==> src/rtl/riscv_pkg.sv <==
// Shared core definitions: datapath width, boot address and fetch-stage types.
package riscv_pkg;

    localparam int XLEN = 32;
    localparam logic [XLEN-1:0] RESET_PC = 32'h0000_0000;

    typedef enum logic [1:0] {
        BOOT,
        RUN,
        DRAIN
    } fetch_state_t;

    typedef struct packed {
        logic [XLEN-1:0] pc;
        logic [31:0]     instr;
    } fetch_entry_t;

endpackage

==> src/rtl/fetch_stage_if.sv <==
// Instruction-memory request/response channel between the fetch stage and imem.
interface fetch_stage_if #(
    parameter int XLEN = riscv_pkg::XLEN
);
    logic            imem_req;
    logic [XLEN-1:0] imem_addr;
    logic            imem_gnt;
    logic            imem_rvalid;
    logic [31:0]     imem_rdata;

    modport master (
        output imem_req,
        output imem_addr,
        input  imem_gnt,
        input  imem_rvalid,
        input  imem_rdata
    );

    modport slave (
        input  imem_req,
        input  imem_addr,
        output imem_gnt,
        output imem_rvalid,
        output imem_rdata
    );
endinterface

==> src/rtl/fetch_fifo.sv <==
// Small first-word-out queue holding fetched {pc, instr} entries in program order.
module fetch_fifo #(
    parameter int WIDTH = 64,
    parameter int DEPTH = 2,
    localparam int CNT_W = $clog2(DEPTH + 1),
    localparam int PTR_W = (DEPTH > 1) ? $clog2(DEPTH) : 1
) (
    input  logic             clk,
    input  logic             reset,
    input  logic             clear,
    input  logic             push,
    input  logic [WIDTH-1:0] push_data,
    input  logic             pop,
    output logic [WIDTH-1:0] head_data,
    output logic [CNT_W-1:0] count
);
    logic [WIDTH-1:0] mem_reg [DEPTH];
    logic [PTR_W-1:0] wr_ptr_reg, wr_ptr_next;
    logic [PTR_W-1:0] rd_ptr_reg, rd_ptr_next;
    logic [CNT_W-1:0] count_reg, count_next;

    function automatic logic [PTR_W-1:0] ptr_inc(input logic [PTR_W-1:0] p);
        return (p == PTR_W'(DEPTH - 1)) ? '0 : p + PTR_W'(1);
    endfunction

    always_comb begin
        wr_ptr_next = wr_ptr_reg;
        rd_ptr_next = rd_ptr_reg;
        count_next  = count_reg;
        if (clear) begin
            wr_ptr_next = '0;
            rd_ptr_next = '0;
            count_next  = '0;
        end else begin
            if (push) wr_ptr_next = ptr_inc(wr_ptr_reg);
            if (pop)  rd_ptr_next = ptr_inc(rd_ptr_reg);
            case ({push, pop})
                2'b10:   count_next = count_reg + CNT_W'(1);
                2'b01:   count_next = count_reg - CNT_W'(1);
                default: count_next = count_reg;
            endcase
        end
    end

    always_ff @(posedge clk or posedge reset) begin
        if (reset) begin
            wr_ptr_reg <= '0;
            rd_ptr_reg <= '0;
            count_reg  <= '0;
        end else begin
            wr_ptr_reg <= wr_ptr_next;
            rd_ptr_reg <= rd_ptr_next;
            count_reg  <= count_next;
        end
    end

    // Storage needs no reset: the count gates every use of the head entry.
    always_ff @(posedge clk) begin
        if (push && !clear) mem_reg[wr_ptr_reg] <= push_data;
    end

    assign head_data = mem_reg[rd_ptr_reg];
    assign count     = count_reg;
endmodule

==> src/rtl/fetch_stage.sv <==
// Instruction-fetch front end: PC generation, pipelined imem requests, in-order response queue.
module fetch_stage #(
    parameter int XLEN = riscv_pkg::XLEN,
    parameter logic [XLEN-1:0] RESET_PC = XLEN'(riscv_pkg::RESET_PC),
    parameter int DEPTH = 2
) (
    input  logic              clk,
    input  logic              reset,
    fetch_stage_if.master     imem,
    input  logic              stall_d,
    input  logic              redirect,
    input  logic [XLEN-1:0]   redirect_pc,
    output logic [31:0]       instr_f,
    output logic [XLEN-1:0]   pc_f,
    output logic [XLEN-1:0]   pcplus4_f,
    output logic              valid_f,
    output logic              flush_d
);
    import riscv_pkg::*;

    localparam int CNT_W = $clog2(DEPTH + 1);
    localparam int ENTRY_W = XLEN + 32;

    fetch_state_t    state_reg, state_next;
    logic [XLEN-1:0] fetch_pc_reg, fetch_pc_next;
    logic [XLEN-1:0] deliver_pc_reg, deliver_pc_next;
    logic [CNT_W-1:0] outstanding_reg, outstanding_next;
    logic [CNT_W-1:0] drop_cnt_reg, drop_cnt_next;

    logic [CNT_W-1:0]   fifo_count;
    logic [ENTRY_W-1:0] head_data;
    logic [CNT_W:0]     occupancy;
    logic               resp, grant, push, pop, drop_now, req;

    // A response with nothing outstanding can only be left over from before a reset.
    assign resp     = imem.imem_rvalid && (outstanding_reg != '0);
    assign drop_now = resp && (drop_cnt_reg != '0);
    assign push     = resp && (drop_cnt_reg == '0) && !redirect;
    assign valid_f  = (fifo_count != '0);
    assign pop      = valid_f && !stall_d && !redirect;

    // A slot freed by this cycle's pop is reusable at once, giving back-to-back issue.
    assign occupancy = {1'b0, outstanding_reg} + {1'b0, fifo_count} - (CNT_W+1)'(pop);
    assign req       = (state_reg != BOOT) && !redirect && (occupancy < (CNT_W+1)'(DEPTH));
    assign grant     = req && imem.imem_gnt;

    assign imem.imem_req  = req;
    assign imem.imem_addr = fetch_pc_reg;

    fetch_fifo #(
        .WIDTH (ENTRY_W),
        .DEPTH (DEPTH)
    ) u_fifo (
        .clk       (clk),
        .reset     (reset),
        .clear     (redirect),
        .push      (push),
        .push_data ({deliver_pc_reg, imem.imem_rdata}),
        .pop       (pop),
        .head_data (head_data),
        .count     (fifo_count)
    );

    always_comb begin
        outstanding_next = outstanding_reg + CNT_W'(grant) - CNT_W'(resp);
        fetch_pc_next    = fetch_pc_reg;
        deliver_pc_next  = deliver_pc_reg;
        drop_cnt_next    = drop_cnt_reg;
        state_next       = state_reg;

        if (redirect) begin
            fetch_pc_next   = redirect_pc;
            deliver_pc_next = redirect_pc;
            // No grant this cycle, so this is every request still owed a response.
            drop_cnt_next   = outstanding_next;
            state_next      = (outstanding_next != '0) ? DRAIN : RUN;
        end else begin
            if (grant)    fetch_pc_next   = fetch_pc_reg + XLEN'(4);
            if (push)     deliver_pc_next = deliver_pc_reg + XLEN'(4);
            if (drop_now) drop_cnt_next   = drop_cnt_reg - CNT_W'(1);
            case (state_reg)
                BOOT:    state_next = RUN;
                RUN:     state_next = RUN;
                DRAIN:   if (drop_cnt_next == '0) state_next = RUN;
                default: state_next = BOOT;
            endcase
        end
    end

    always_ff @(posedge clk or posedge reset) begin
        if (reset) begin
            state_reg       <= BOOT;
            fetch_pc_reg    <= RESET_PC;
            deliver_pc_reg  <= RESET_PC;
            outstanding_reg <= '0;
            drop_cnt_reg    <= '0;
        end else begin
            state_reg       <= state_next;
            fetch_pc_reg    <= fetch_pc_next;
            deliver_pc_reg  <= deliver_pc_next;
            outstanding_reg <= outstanding_next;
            drop_cnt_reg    <= drop_cnt_next;
        end
    end

    assign instr_f   = valid_f ? head_data[31:0] : 32'h0;
    assign pc_f      = valid_f ? head_data[ENTRY_W-1:32] : '0;
    assign pcplus4_f = pc_f + XLEN'(4);
    assign flush_d   = redirect || (!stall_d && !valid_f);
endmodule

==> src/flat_wrapper.sv <==
// flat-port wrapper written by rule: the top's interface ports become plain ports
module fetch_stage_flat import riscv_pkg::*;
#(
    parameter int XLEN = riscv_pkg::XLEN,
    parameter logic [XLEN-1:0] RESET_PC = XLEN'(riscv_pkg::RESET_PC),
    parameter int DEPTH = 2
)
  (clk, reset, stall_d, redirect, redirect_pc, instr_f, pc_f, pcplus4_f, valid_f, flush_d, imem_imem_req, imem_imem_addr, imem_imem_gnt, imem_imem_rvalid, imem_imem_rdata);
  fetch_stage_if #(.XLEN(XLEN)) imem_i ();
  input  logic clk;
  input  logic reset;
  input  logic stall_d;
  input  logic redirect;
  input  logic [XLEN-1:0] redirect_pc;
  output logic [31:0] instr_f;
  output logic [XLEN-1:0] pc_f;
  output logic [XLEN-1:0] pcplus4_f;
  output logic valid_f;
  output logic flush_d;
  output wire logic [$bits(imem_i.imem_req)-1:0] imem_imem_req;
  output wire logic [$bits(imem_i.imem_addr)-1:0] imem_imem_addr;
  input wire logic [$bits(imem_i.imem_gnt)-1:0] imem_imem_gnt;
  input wire logic [$bits(imem_i.imem_rvalid)-1:0] imem_imem_rvalid;
  input wire logic [$bits(imem_i.imem_rdata)-1:0] imem_imem_rdata;
  assign imem_imem_req = imem_i.imem_req;
  assign imem_imem_addr = imem_i.imem_addr;
  assign imem_i.imem_gnt = imem_imem_gnt;
  assign imem_i.imem_rvalid = imem_imem_rvalid;
  assign imem_i.imem_rdata = imem_imem_rdata;
  fetch_stage #(.XLEN(XLEN), .RESET_PC(RESET_PC), .DEPTH(DEPTH)) u_core (.clk(clk), .reset(reset), .imem(imem_i), .stall_d(stall_d), .redirect(redirect), .redirect_pc(redirect_pc), .instr_f(instr_f), .pc_f(pc_f), .pcplus4_f(pcplus4_f), .valid_f(valid_f), .flush_d(flush_d));
endmodule
==> config.mk <==
export PLATFORM = sky130hd
export DESIGN_NAME = fetch_stage_flat
export DESIGN_NICKNAME = d
export VERILOG_FILES = /design/src/rtl/riscv_pkg.sv /design/src/rtl/fetch_stage_if.sv /design/src/rtl/fetch_fifo.sv /design/src/rtl/fetch_stage.sv /design/src/flat_wrapper.sv
export SDC_FILE = /design/constraint.sdc
export NUM_CORES = 1
export LEC_CHECK = 0
export ABC_AREA = 0
export CAP_MARGIN = 20
export CORE_ASPECT_RATIO = 2
export CORE_MARGIN = 2
export CORE_UTILIZATION = 25
export CTS_BUF_LIST = sky130_fd_sc_hd__clkbuf_2
export DETAILED_ROUTE_END_ITERATION = 8
export GPL_TIMING_DRIVEN = 0
export PLACE_DENSITY = 0.55
export SLEW_MARGIN = 10
export SYNTH_ARGS = -nofsm -noshare
export SYNTH_HDL_FRONTEND = slang
export SYNTH_HIERARCHICAL = 1
export SYNTH_SLANG_ARGS = --single-unit
==> constraint.sdc <==
create_clock -name clk -period 8.3 [get_ports clk]
set_clock_uncertainty 0.1 [all_clocks]
set_input_delay 2.075 -clock clk [delete_from_list [all_inputs] [get_ports clk]]
set_output_delay 2.075 -clock clk [all_outputs]
set_load 0.05 [all_outputs]
==> results of run 1 <==
[worst max-delay path: stages]
cell and delay [ns]:
clkdlybuf4s15_1 0.52, clkbuf_2 0.35, buf_1 0.42, buf_2 0.39
nor3_2 0.15, ha_1 0.33, nand2b_1 0.16, fa_1 0.45
xnor2_2 0.24, nor3_1 0.28, dlygate4sd2_1 0.57
[report_power, final]
group,switching (mW),internal [mW],leakage (nW),total [mW]
combinational,0.771,0.425,2.61,1.20
clock,0.417,0.213,0.312,0.629
sequential,0.0911,1.16,2.02,1.25
[cells by family after synthesis]
kind of cell | synth area share
and+or+nand+nor | 0.196
DFF | 0.548
AOI/OAI and AO/OA | 0.0705
muxes | 0.100
buffers and inverters | 0.0325
xor gates and xnor gates | 0.0411
adders and majority gates | 0.0116
[metrics by stage]
step / power (mW) / hold slack [ns]
global route: 3.25 / 0.408
detailed placement: 2.47 / 0.358
floorplan: 2.04 / 0.342
global placement: 2.45 / 0.349
finish: 3.07 / 0.382
CTS: 3.13 / 0.383
[worst max-delay path by stage]
stage	from	slack, ns	endpoint
after global routing	redirect	0.02	imem_imem_req
after global placement	redirect	-0.88	imem_imem_req
after floorplan	redirect	0.83	imem_imem_req
final	redirect	0.19	imem_imem_req
after detailed placement	redirect	-0.94	imem_imem_req
after CTS	u_core/u_fifo/count[0]$_DFFE_PP0P_	0.04	pcplus4_f[28]
[metal layers]
layer | up-vias | part of all wire | track usage
li1 | 3814 | - | -
met5 | - | 0 | 0
met3 | 83 | 0.041 | 0.0227
met1 | 3942 | 0.34 | 0.149
met4 | 0 | 0.053 | 0.0899
met2 | 265 | 0.57 | 0.306
[synthesized netlist by cell type, types with 15 or more instances]
cell type / n
nand3_1: 26
edfxtp_1: 128
clkbuf_1: 24
a211oi_1: 19
and2_1: 58
inv_1: 32
nor3_1: 39
dfrtp_1: 74
a21oi_1: 16
and4_1: 22
o21ai_0: 25
nor4_1: 27
nand4_1: 22
mux2_4: 50
a31oi_1: 15
nand2_1: 40
xor2_1: 22
mux2_2: 24
nor2_1: 52
xnor2_1: 24
[cell type report]
class / instances / area, sq um
Fill cell: 4225 / 27400
Sequential cell: 202 / 5700
Multi-Input combinational cell: 597 / 4380
Timing Repair Buffer: 207 / 2120
Tap cell: 535 / 669
Clock buffer: 65 / 325
Buffer: 40 / 213
Inverter: 33 / 130
Clock inverter: 18 / 75.1
Antenna cell: 2 / 5.00
==> metrics list, run 1 <==
* DRC violations left: 0
- In this run the vertical extent of the chip is 292 microns.
- Post-CTS setup buffers: 0
- Across the run, the number of max-cap violations was 0.
* Clk root buf: clkbuf_2
- Area of the mapped netlist: 10,400 sq um
- In this run, synthesis produced a sequential element count of 202.
- The first global-routing pass estimated 50,900 microns of wire.
* Slew headroom: 0.132
* Total wirelength of the detailed-routed design: 34,100 microns
* Half-perimeter wire length after placement: 26,200 microns
- For this run, asynchronously set or reset flops after synthesis account for 0.366.
* Result of the run: completed
* Setup WS post-layout: 0.186 ns
* Count of clock tree sinks: 202
- Pin placement for this block handled 201 I/O pins.
- Dividing the synthesized area by the synthesized cell count gives 11.9 sq um.
* Worst R2R Path Depth: 10
- Nature of the critical path startpoint: primary input
* Final hold violations: 0
* Overall routing resource usage: 0.155
- Peak supply drop: 0.0000956 V
- Maximum net fanout on the critical path: 10
- Maximum level of the CTS H-tree: 2
- The die covers 43,300 sq um.
- EDFF count, synth: 128
- Starting utilization of the core area: 0.253
- The number of different library cells used by synthesis comes to 56.
* Shortest period the worst path allows: 8.11 ns
- Synthesized net count: 952
- Dpl ws: -0.944 ns
- Top area cells in the synthesized netlist: edfxtp_1, dfrtp_1, mux2_4
* Most area-hungry cell type in the Yosys netlist: edfxtp_1
- Period utilization: 0.978
- The startpoint identified for the worst hold timing path is u_core/deliver_pc_reg[1]$_DFFE_PP0P_.
- The library cell used most frequently in the layout, excluding fill and tap cells, is clkdlybuf4s50_1.
* Fraction of layout cells with a size suffix above 1: 0.162
* Number of clock buffers inserted by TritonCTS: 46
* DRT Pass-1 Iters: 5
* Cell count after synthesis: 873
- Area of the placeable core: 41,000 sq um
- Fraction of post-synthesis cell area in the top cell type by area: 0.370
* CTS tree: done
- Post-cts sizing count: 6
* Destination of the worst register-to-register timing path: u_core/imem.imem_addr[28]$_DFFE_PP0P_
- Summed over all failing endpoints, the final setup total negative slack is 0 ns.
* Slack of the worst reg-to-reg path: 3.41 ns
* Achievable clock frequency: 123 MHz
- In the routed layout, each cell is associated on average with a via count of 4.77.
- The via count of the first global-routing pass came to 8,493.
- The congestion estimate from routability-driven global placement came to 0.865.
- In this run, placement finished with an instance count of 1,614.
- CP Data Required Time: 6.12 ns
- With fillers left out, the area of the finished cells amounts to 13,600 sq um.
- Site Rows: 105
* Leading cell types in the layout, fill and taps excluded: clkdlybuf4s50_1, edfxtp_1, dfrtp_1
- After global routing the overflow that remains totals 0.
- The net count of the finished layout is 1,206.
- For this run, the number of Yosys warnings is 6.
- In this run the power density over the cells is 226 nW/um^2.
- Tightest Pin Transition: 1.29 ns
- Number of antenna violations at the first check in global routing: 3
* Final number of setup-violating endpoints: 0
- Max-slew violation total from the final report: 0
- The worst hold path terminates at u_core/u_fifo/mem_reg[0][33]$_DFFE_PP_.
* Largest net degree at the start of global routing: 45
* Cell count of the worst hold path: 0
- Largest register FFs: 128
* Clock Latency Late Sink: 0.82 ns
* Critical Setup Path Class: in2out
- For this run, the leading register cell type out of synthesis is edfxtp_1.
- Final core utilization: 0.332
- Layout area overhead: 31.1%
- Input and output buffers added on the ports amount to 200.
- Total of hold buffers inserted after clock tree synthesis: 0
- After detailed placement, the total cell area comes to 13,200 sq um.
- Horiz. Die Dim: 148 microns
- The final route contains 8,104 vias.
- Critical path arrival: 5.94 ns
- Dividing the detail-routed wire length by the instance count gives 20.1 microns.
- Count of nets left with antenna violations after detail routing: 0
- Once layout is complete, the cells apart from fillers number 1,699.
- The longest clock path from root to sink contains 3 buffers.
- Clock transition at the registers of the reported paths: 0.10 ns
- Sequential share of the synthesized area: 0.548
- Summed over all cells, the static leakage comes to 4.94 nW.
* Unrepaired setup endpoints after global routing: no
* Capturing element type of the critical path: output pin
* Hold crit path type: reg2reg
- R2r startpoint: u_core/u_fifo/count[0]$_DFFE_PP0P_
* Violation count after the first detailed-routing iteration: 358
Power figures use the tool's default switching activity.
==> run 2, diff against run 1 <==
Settings changed: SKIP_LAST_GASP from default to 1.
==> results of run 2 <==
No change in the layout: final DEF, timing and power equal those of run 1.
